<file path="config.mk">
export PLATFORM = sky130hd
export DESIGN_NAME = mem_controller
export DESIGN_NICKNAME = d
export VERILOG_FILES = /design/src/rtl/mem_controller.sv
export SDC_FILE = /design/constraint.sdc
export NUM_CORES = 1
export LEC_CHECK = 0
export ABC_CLOCK_PERIOD_IN_PS = 2800
export BUFFER_PORTS_ARGS = -buffer_cell sky130_fd_sc_hd__clkbuf_2
export CAP_MARGIN = 20
export CORE_UTILIZATION = 43
export DETAILED_ROUTE_END_ITERATION = 7
export PLACE_DENSITY = 0.69
export SLEW_MARGIN = 20
export SYNTH_ARGS = -nofsm -noshare
export SYNTH_HDL_FRONTEND = slang
export SYNTH_SLANG_ARGS = --single-unit
</file>
<file path="constraint.sdc">
create_clock -name iCLK -period 2.8 [get_ports iCLK]
set_input_delay 0.14 -clock iCLK [delete_from_list [all_inputs] [get_ports iCLK]]
set_output_delay 0.14 -clock iCLK [all_outputs]
set_load 0.02 [all_outputs]
</file>
<file path="src/rtl/mem_controller.sv">
// Main-memory emulator between a cache and a synchronous word RAM.
// Requests wait LATENCY cycles, touch the RAM once, then pulse ready for one cycle.
module mem_controller #(
  parameter int unsigned ADDR_W   = 32,
  parameter int unsigned DATA_W   = 32,
  parameter int unsigned OFFSET_W = 2,
  parameter int unsigned RAM_AW   = 10,
  parameter int unsigned LATENCY  = 4
) (
  input  logic              iCLK,
  input  logic              iRST,
  input  logic [ADDR_W-1:0] cache2mem_addr,
  input  logic [DATA_W-1:0] cache2mem_data,
  input  logic              cache2mem_MemWrite,
  input  logic              cache2mem_MemRead,
  output logic [DATA_W-1:0] mem2cache_data,
  output logic              mem2cache_ready,
  output logic              mem_busy,
  output logic              mem_err,
  output logic [RAM_AW-1:0] ram_addr,
  output logic [DATA_W-1:0] ram_wdata,
  output logic              ram_we,
  input  logic [DATA_W-1:0] ram_rdata
);

  localparam int unsigned CNT_W  = (LATENCY > 1) ? $clog2(LATENCY) : 1;
  localparam int unsigned HI_LSB = OFFSET_W + RAM_AW;

  typedef enum logic [2:0] {
    IDLE    = 3'd0,
    WAIT    = 3'd1,
    ACCESS  = 3'd2,
    CAPTURE = 3'd3,
    RESP    = 3'd4
  } state_t;

  state_t              r_state;
  state_t              w_next;
  logic [CNT_W-1:0]    r_cnt;
  logic [CNT_W-1:0]    w_cnt_next;
  logic                w_accept;
  logic                w_oor;
  logic [ADDR_W-1:0]   r_addr;
  logic [DATA_W-1:0]   r_data;
  logic                r_op_wr;
  logic [DATA_W-1:0]   r_rdata;
  logic [RAM_AW-1:0]   r_ram_addr;
  logic [DATA_W-1:0]   r_ram_wdata;
  logic                r_we;
  logic                r_ready;
  logic                r_err;
  logic                r_busy;

  // Any address bit above the RAM window marks the request out of range.
  assign w_oor = |(r_addr >> HI_LSB);

  // Next-state and wait-counter logic.
  always_comb begin
    w_next     = r_state;
    w_cnt_next = r_cnt;
    w_accept   = 1'b0;
    case (r_state)
      IDLE: begin
        if (cache2mem_MemRead || cache2mem_MemWrite) begin
          w_next     = WAIT;
          w_cnt_next = CNT_W'(LATENCY - 1);
          w_accept   = 1'b1;
        end
      end
      WAIT: begin
        if (r_cnt == '0) w_next = ACCESS;
        else             w_cnt_next = r_cnt - CNT_W'(1);
      end
      ACCESS:  w_next = CAPTURE;
      CAPTURE: w_next = RESP;
      RESP:    w_next = IDLE;
      default: w_next = IDLE;
    endcase
  end

  // State, request latch and registered outputs.
  always_ff @(posedge iCLK) begin
    if (iRST) begin
      r_state     <= IDLE;
      r_cnt       <= '0;
      r_addr      <= '0;
      r_data      <= '0;
      r_op_wr     <= 1'b0;
      r_rdata     <= '0;
      r_ram_addr  <= '0;
      r_ram_wdata <= '0;
      r_we        <= 1'b0;
      r_ready     <= 1'b0;
      r_err       <= 1'b0;
      r_busy      <= 1'b0;
    end else begin
      r_state <= w_next;
      r_cnt   <= w_cnt_next;
      if (w_accept) begin
        r_addr  <= cache2mem_addr;
        r_data  <= cache2mem_data;
        r_op_wr <= cache2mem_MemWrite;
      end
      // RAM address/data are loaded on entry to ACCESS and held afterwards.
      if (w_next == ACCESS) begin
        r_ram_addr  <= r_addr[OFFSET_W +: RAM_AW];
        r_ram_wdata <= r_data;
      end
      r_we <= (w_next == ACCESS) && r_op_wr && !w_oor;
      if ((r_state == CAPTURE) && !r_op_wr) begin
        r_rdata <= w_oor ? '0 : ram_rdata;
      end
      r_ready <= (w_next == RESP);
      r_err   <= (w_next == RESP) && w_oor;
      r_busy  <= (w_next != IDLE);
    end
  end

  assign mem2cache_data  = r_rdata;
  assign mem2cache_ready = r_ready;
  assign mem_err         = r_err;
  assign mem_busy        = r_busy;
  assign ram_addr        = r_ram_addr;
  assign ram_wdata       = r_ram_wdata;
  // Reset must kill a write even while ACCESS is already underway.
  assign ram_we          = r_we & ~iRST;

endmodule

</file>
# Word-level counts from Yosys, hierarchy flattened
# Cells that the tools add are included.
word_totals:
  out_inout_bits: 78
  in_bits: 100
  elab_cells: 44
  reg_bits: 148
op_classes:
  n_mux: 9
  reduce_logical: 13
  bitwise_logic: 2
  eq_ne: 7
  add_sub_neg: 1
op_table:
  columns: ["op", "n"]
  rows:
  - ["$mux W32", 1]
  - ["$reduce_or A20 Y1", 1]
  - ["$pmux W3 S4", 1]
  - ["$eq A3 B2 Y1 const B", 3]
  - ["$mux W3", 2]
  - ["$logic_and A1 B1 Y1", 4]
  - ["$mux W2", 2]
  - ["$ne A2 B2 Y1 const B", 2]
  - ["$pmux W2 S2", 1]
  - ["$eq A3 B1 Y1 const B", 1]
  - ["$eq A3 B3 Y1 const B", 1]
  - ["$logic_not A3 Y1", 1]
  - ["$reduce_and A3 Y1", 1]
  - ["$reduce_bool A3 Y1", 1]
  - ["$logic_not A1 Y1", 2]
  - ["$logic_not A2 Y1", 1]
  - ["$mux W1", 2]
  - ["$reduce_bool A2 Y1", 1]
  - ["$sub A2 B1 Y2 const B", 1]
  - ["$and A1 B1 Y1", 1]
  - ["$logic_or A1 B1 Y1", 1]
  - ["$not A1 Y1", 1]

# Depth between registers and ports, before layout
logic_depth:
  word_depth: 6
  ltp_mapped: 7
  depth_no_buf: 5

# Least setup slack after synthesis
# Ideal clock, no wire load.
synth_timing:
  path_type: "reg-to-reg"
  start: "register r_state[2]"
  end: "register r_rdata[10], in the netlist mem2cache_data[10]"
  setup_time_ns: 0.117
  path_slack_ns: 1.428
  required_time_ns: 2.683
  arrival_time_ns: 1.254
  stages_incl_launch_ff: 7
  path_buffers: 3
  period_less_slack_ns: 1.372
  path_cell_list: "dfxtp_1 buf_4 and4bb_1 and2_1 buf_6 buf_6 a32o_1"
synth_between:
  elab_chain_len: 2
synth_lines:
  columns: ["item", "line", "rtl"]
  rows:
  - ["start, declared", "37", "state_t r_state;"]
  - ["start signal, assigned", "97", "r_state <= w_next;"]
  - ["$eq A3 B2 Y1", "110", "if ((r_state == CAPTURE) && !r_op_wr) begin"]
  - ["$logic_and A1 B1 Y1", "110", null]
  - ["end signal, assigned", "111", "r_rdata <= w_oor ? '0 : ram_rdata;"]
  - ["end, declared", "46", "logic [DATA_W-1:0] r_rdata;"]
# No other way between the ends.
# A chain may end at the register's enable or synchronous reset.

# Worst setup path in the final report
layout_timing:
  start: "register r_state[1]"
  end: "register r_addr[27]"
layout_between:
  elab_chain_len: 2
layout_lines:
  columns: ["item", "line", "rtl"]
  rows:
  - ["$logic_not A3 Y1", "62", "case (r_state)"]
  - ["$mux W1", "62", null]
  - ["end signal, assigned", "100", "r_addr <= cache2mem_addr;"]
  - ["end, declared", "43", "logic [ADDR_W-1:0] r_addr;"]
# No other way between the ends.

==> results.toml <==
[floorplan]
ios = 178
die_h_um = 115
initial_core_util = 0.440
die_area_sq_mm = 0.0133
coreArea_sq_mm = 0.0126
die_w_um = 115
rows = 41

[clocking]
cts_tree = "built"
clock_latency_ns = 0.42
cts_resized = 0
clock_path_buffers = 2
htree_levels = 4
holdBufCountCts = 63
cts_root_buffer = "clkbuf_16"
clock_sinks = 146
cts_setup_buffers = 0
path_clk_slew_ns = 0.06
cts_buffers = 17

[drt]
viasPerCell = 5.26
firstDrtPassIters = 5
ant_nets = 0
drt-initial-drc-count = 461
drc = 0
num_vias = 5352
wl_per_cell_um = 14.7
wirelength_um = 14900

[yosys]
synth_ff_type = "dfxtp_1"
async_reset_ff_frac = 0
avgSynthCellArea_sq_um = 8.73
synthDistinctLibCells = 34
synth_seq_cells = 146
yosysWarnings = 0
yosysTopAreaCell = "dfxtp_1"
ys_seq_area_frac = 0.529
yosys.area.top_type_share = 0.529
netlist_area_sq_mm = 0.00552
netlist_top_cells_area = "dfxtp_1, a21oi_1, nand2_1"
postSynthCellCount = 633
syn_nets = 734
synth_edf_count = 0

[sta]
drv_slew = 0
timing.fmax_mhz = 492
max_slew_margin = 0.298
post-route-min-period_ns = 2.03
fin_skew_ns = 0.00626
rsz0062_at_grt = "false"
final.period_utilization = 0.725
fin_tns_setup_ns = 0
max_slew.worst_pin.slew_ns = 1.05
hold_violations = 0
finalSetupViolCount = 0

[power]
vdd.ir_drop.worst_mv = 0.413
pwr-share-clk = 0.400
switchingPower_mw = 1.57
p_int_mw = 4.04
power_density_mw_per_mm2 = 738
total_power_mw = 5.62
seqPwrFrac = 0.420
power.leakage_nw = 3.13
switching_share = 0.280
combPwrFrac = 0.180

[layout]
regArea_sq_mm = 0.00292
n_fill_cell = 1065
stdcell_area_sq_mm = 0.00761
multi_input_area_sq_mm = 0.00228
fin_nets = 933
diodes = 0
instances_no_fill = 1017
drive_gt1_frac = 0.262
utilization = 0.605
syn_to_final_growth_pct = 37.7

[setup_path]
crit_path_end_kind = "flip-flop"
startpoint_type = "flip-flop"
critPathMaxFanout = 63
crit_arrival_ns = 2.29
rr_worst_depth = 3
critical_path_class = "flip-flop to flip-flop"
crit_required_ns = 3.06

[min_path]
whs_path_depth = 3
min_path_type = "primary input to flip-flop"

[run_status]
outcome = "finished clean"

[grt]
track_usage = 0.230
grt_max_degree = 80
grt_pass1_vias = 5103
grt-ovfl-total = 0
antenna_found_initial = 0
grt_first_pass_wirelength_um = 23800

[job]
drv_cap = 0

[place]
dpl.hpwl_um = 8680
placedCellCount = 922
gp_congestion = 0.789
dpl_cell_area_sq_mm = 0.00639
io_buffers = 175
## metal layers
metal,global-route usage,share of wire,wire [um]
met5,0,0,0
met1,0.268,0.43,6360
met2,0.394,0.51,7580
met3,0.0717,0.052,772
met4,0.0866,0.016,238
## layout by cell type, fill, tap and decap left out, types with 3 or more instances in the layout
master	instances
a32o_1	32
dfxtp_1	146
nand3_1	62
clkbuf_16	17
nand2_1	87
bufinv_16	3
clkbuf_1	3
inv_1	3
buf_4	9
clkbuf_2	174
dlygate4sd3_1	63
a21oi_1	109
o21ai_0	51
clkinv_2	6
nor3_1	3
nor4_1	5
o21ai_1	12
nor2b_1	35
## metrics by stage
stage               hold slack, ns  setup WS, ns
CTS                         0.0670         0.686
detailed placement           0.382         0.708
finish                      0.0914         0.769
global placement             0.376         0.810
floorplan                    0.280          1.43
global route                0.0886         0.578
## logic make-up (layout without fill, tap and decap cells)
kind of cell               after synthesis  in the layout  synth area share
AOI/OAI and AO/OA                      209            209             0.221
and+or+nand+nor                        207            207             0.183
DFF                                    146            146             0.529
buffers and inverters                   70            282            0.0648
adders and majority gates                1              1           0.00226
## final timing paths
path                                               from                               to  slack, ns
worst min-delay path                      ram_rdata[31]  mem2cache_data[31]$_SDFFE_PP0P_       0.09
worst max-delay path              r_state[1]$_SDFF_PP0_          r_addr[27]$_SDFFE_PP0P_       0.77
worst max register to register    r_state[1]$_SDFF_PP0_          r_addr[27]$_SDFFE_PP0P_       0.77
worst min register to register  r_data[30]$_SDFFE_PP0P_       ram_wdata[30]$_SDFFE_PP0N_       0.44
## Yosys cell counts, drive strengths merged, types with 3 or more instances
library cell    n
nor2b          35
nor4            5
nand3          62
nor3            4
a21oi         109
nand2          87
clkbuf         32
buf            35
a32o           32
dfxtp         146
inv             3
o21ai          63
nor2            3
## final cells by class
class | count | area share
Sequential cell | 146 | 0.384
Multi-Input combinational cell | 417 | 0.300
Timing Repair Buffer | 247 | 0.209
Clock buffer | 21 | 0.0592
Tap cell | 172 | 0.0283
Clock inverter | 11 | 0.0179
Inverter | 3 | 0.00148
## worst max-delay path, stage by stage (launching register included)
cell and delay, ns:
dfxtp_1 0.42, or3_2 0.96, o21ai_0 0.34, a21oi_1 0.10
## sequential cells by signal (all words and copies together) (netlist names), 2 cells and up
signal          flops
r_cnt               2
r_data             32
ram_addr           10
r_state             3
r_addr             30
ram_wdata          32
mem2cache_data     32
## power by group through the flow
stage / registers [mW] / logic [mW] / clock network (mW)
2_1_floorplan: 2.40 / 0.680 / 0
3_3_place_gp: 2.39 / 0.895 / 0
3_5_place_dp: 2.40 / 0.931 / 0
4_1_cts: 2.36 / 1.00 / 2.29
5_1_grt: 2.38 / 1.12 / 2.38
6_report: 2.36 / 1.01 / 2.25
(Power assumes the default switching activity.)
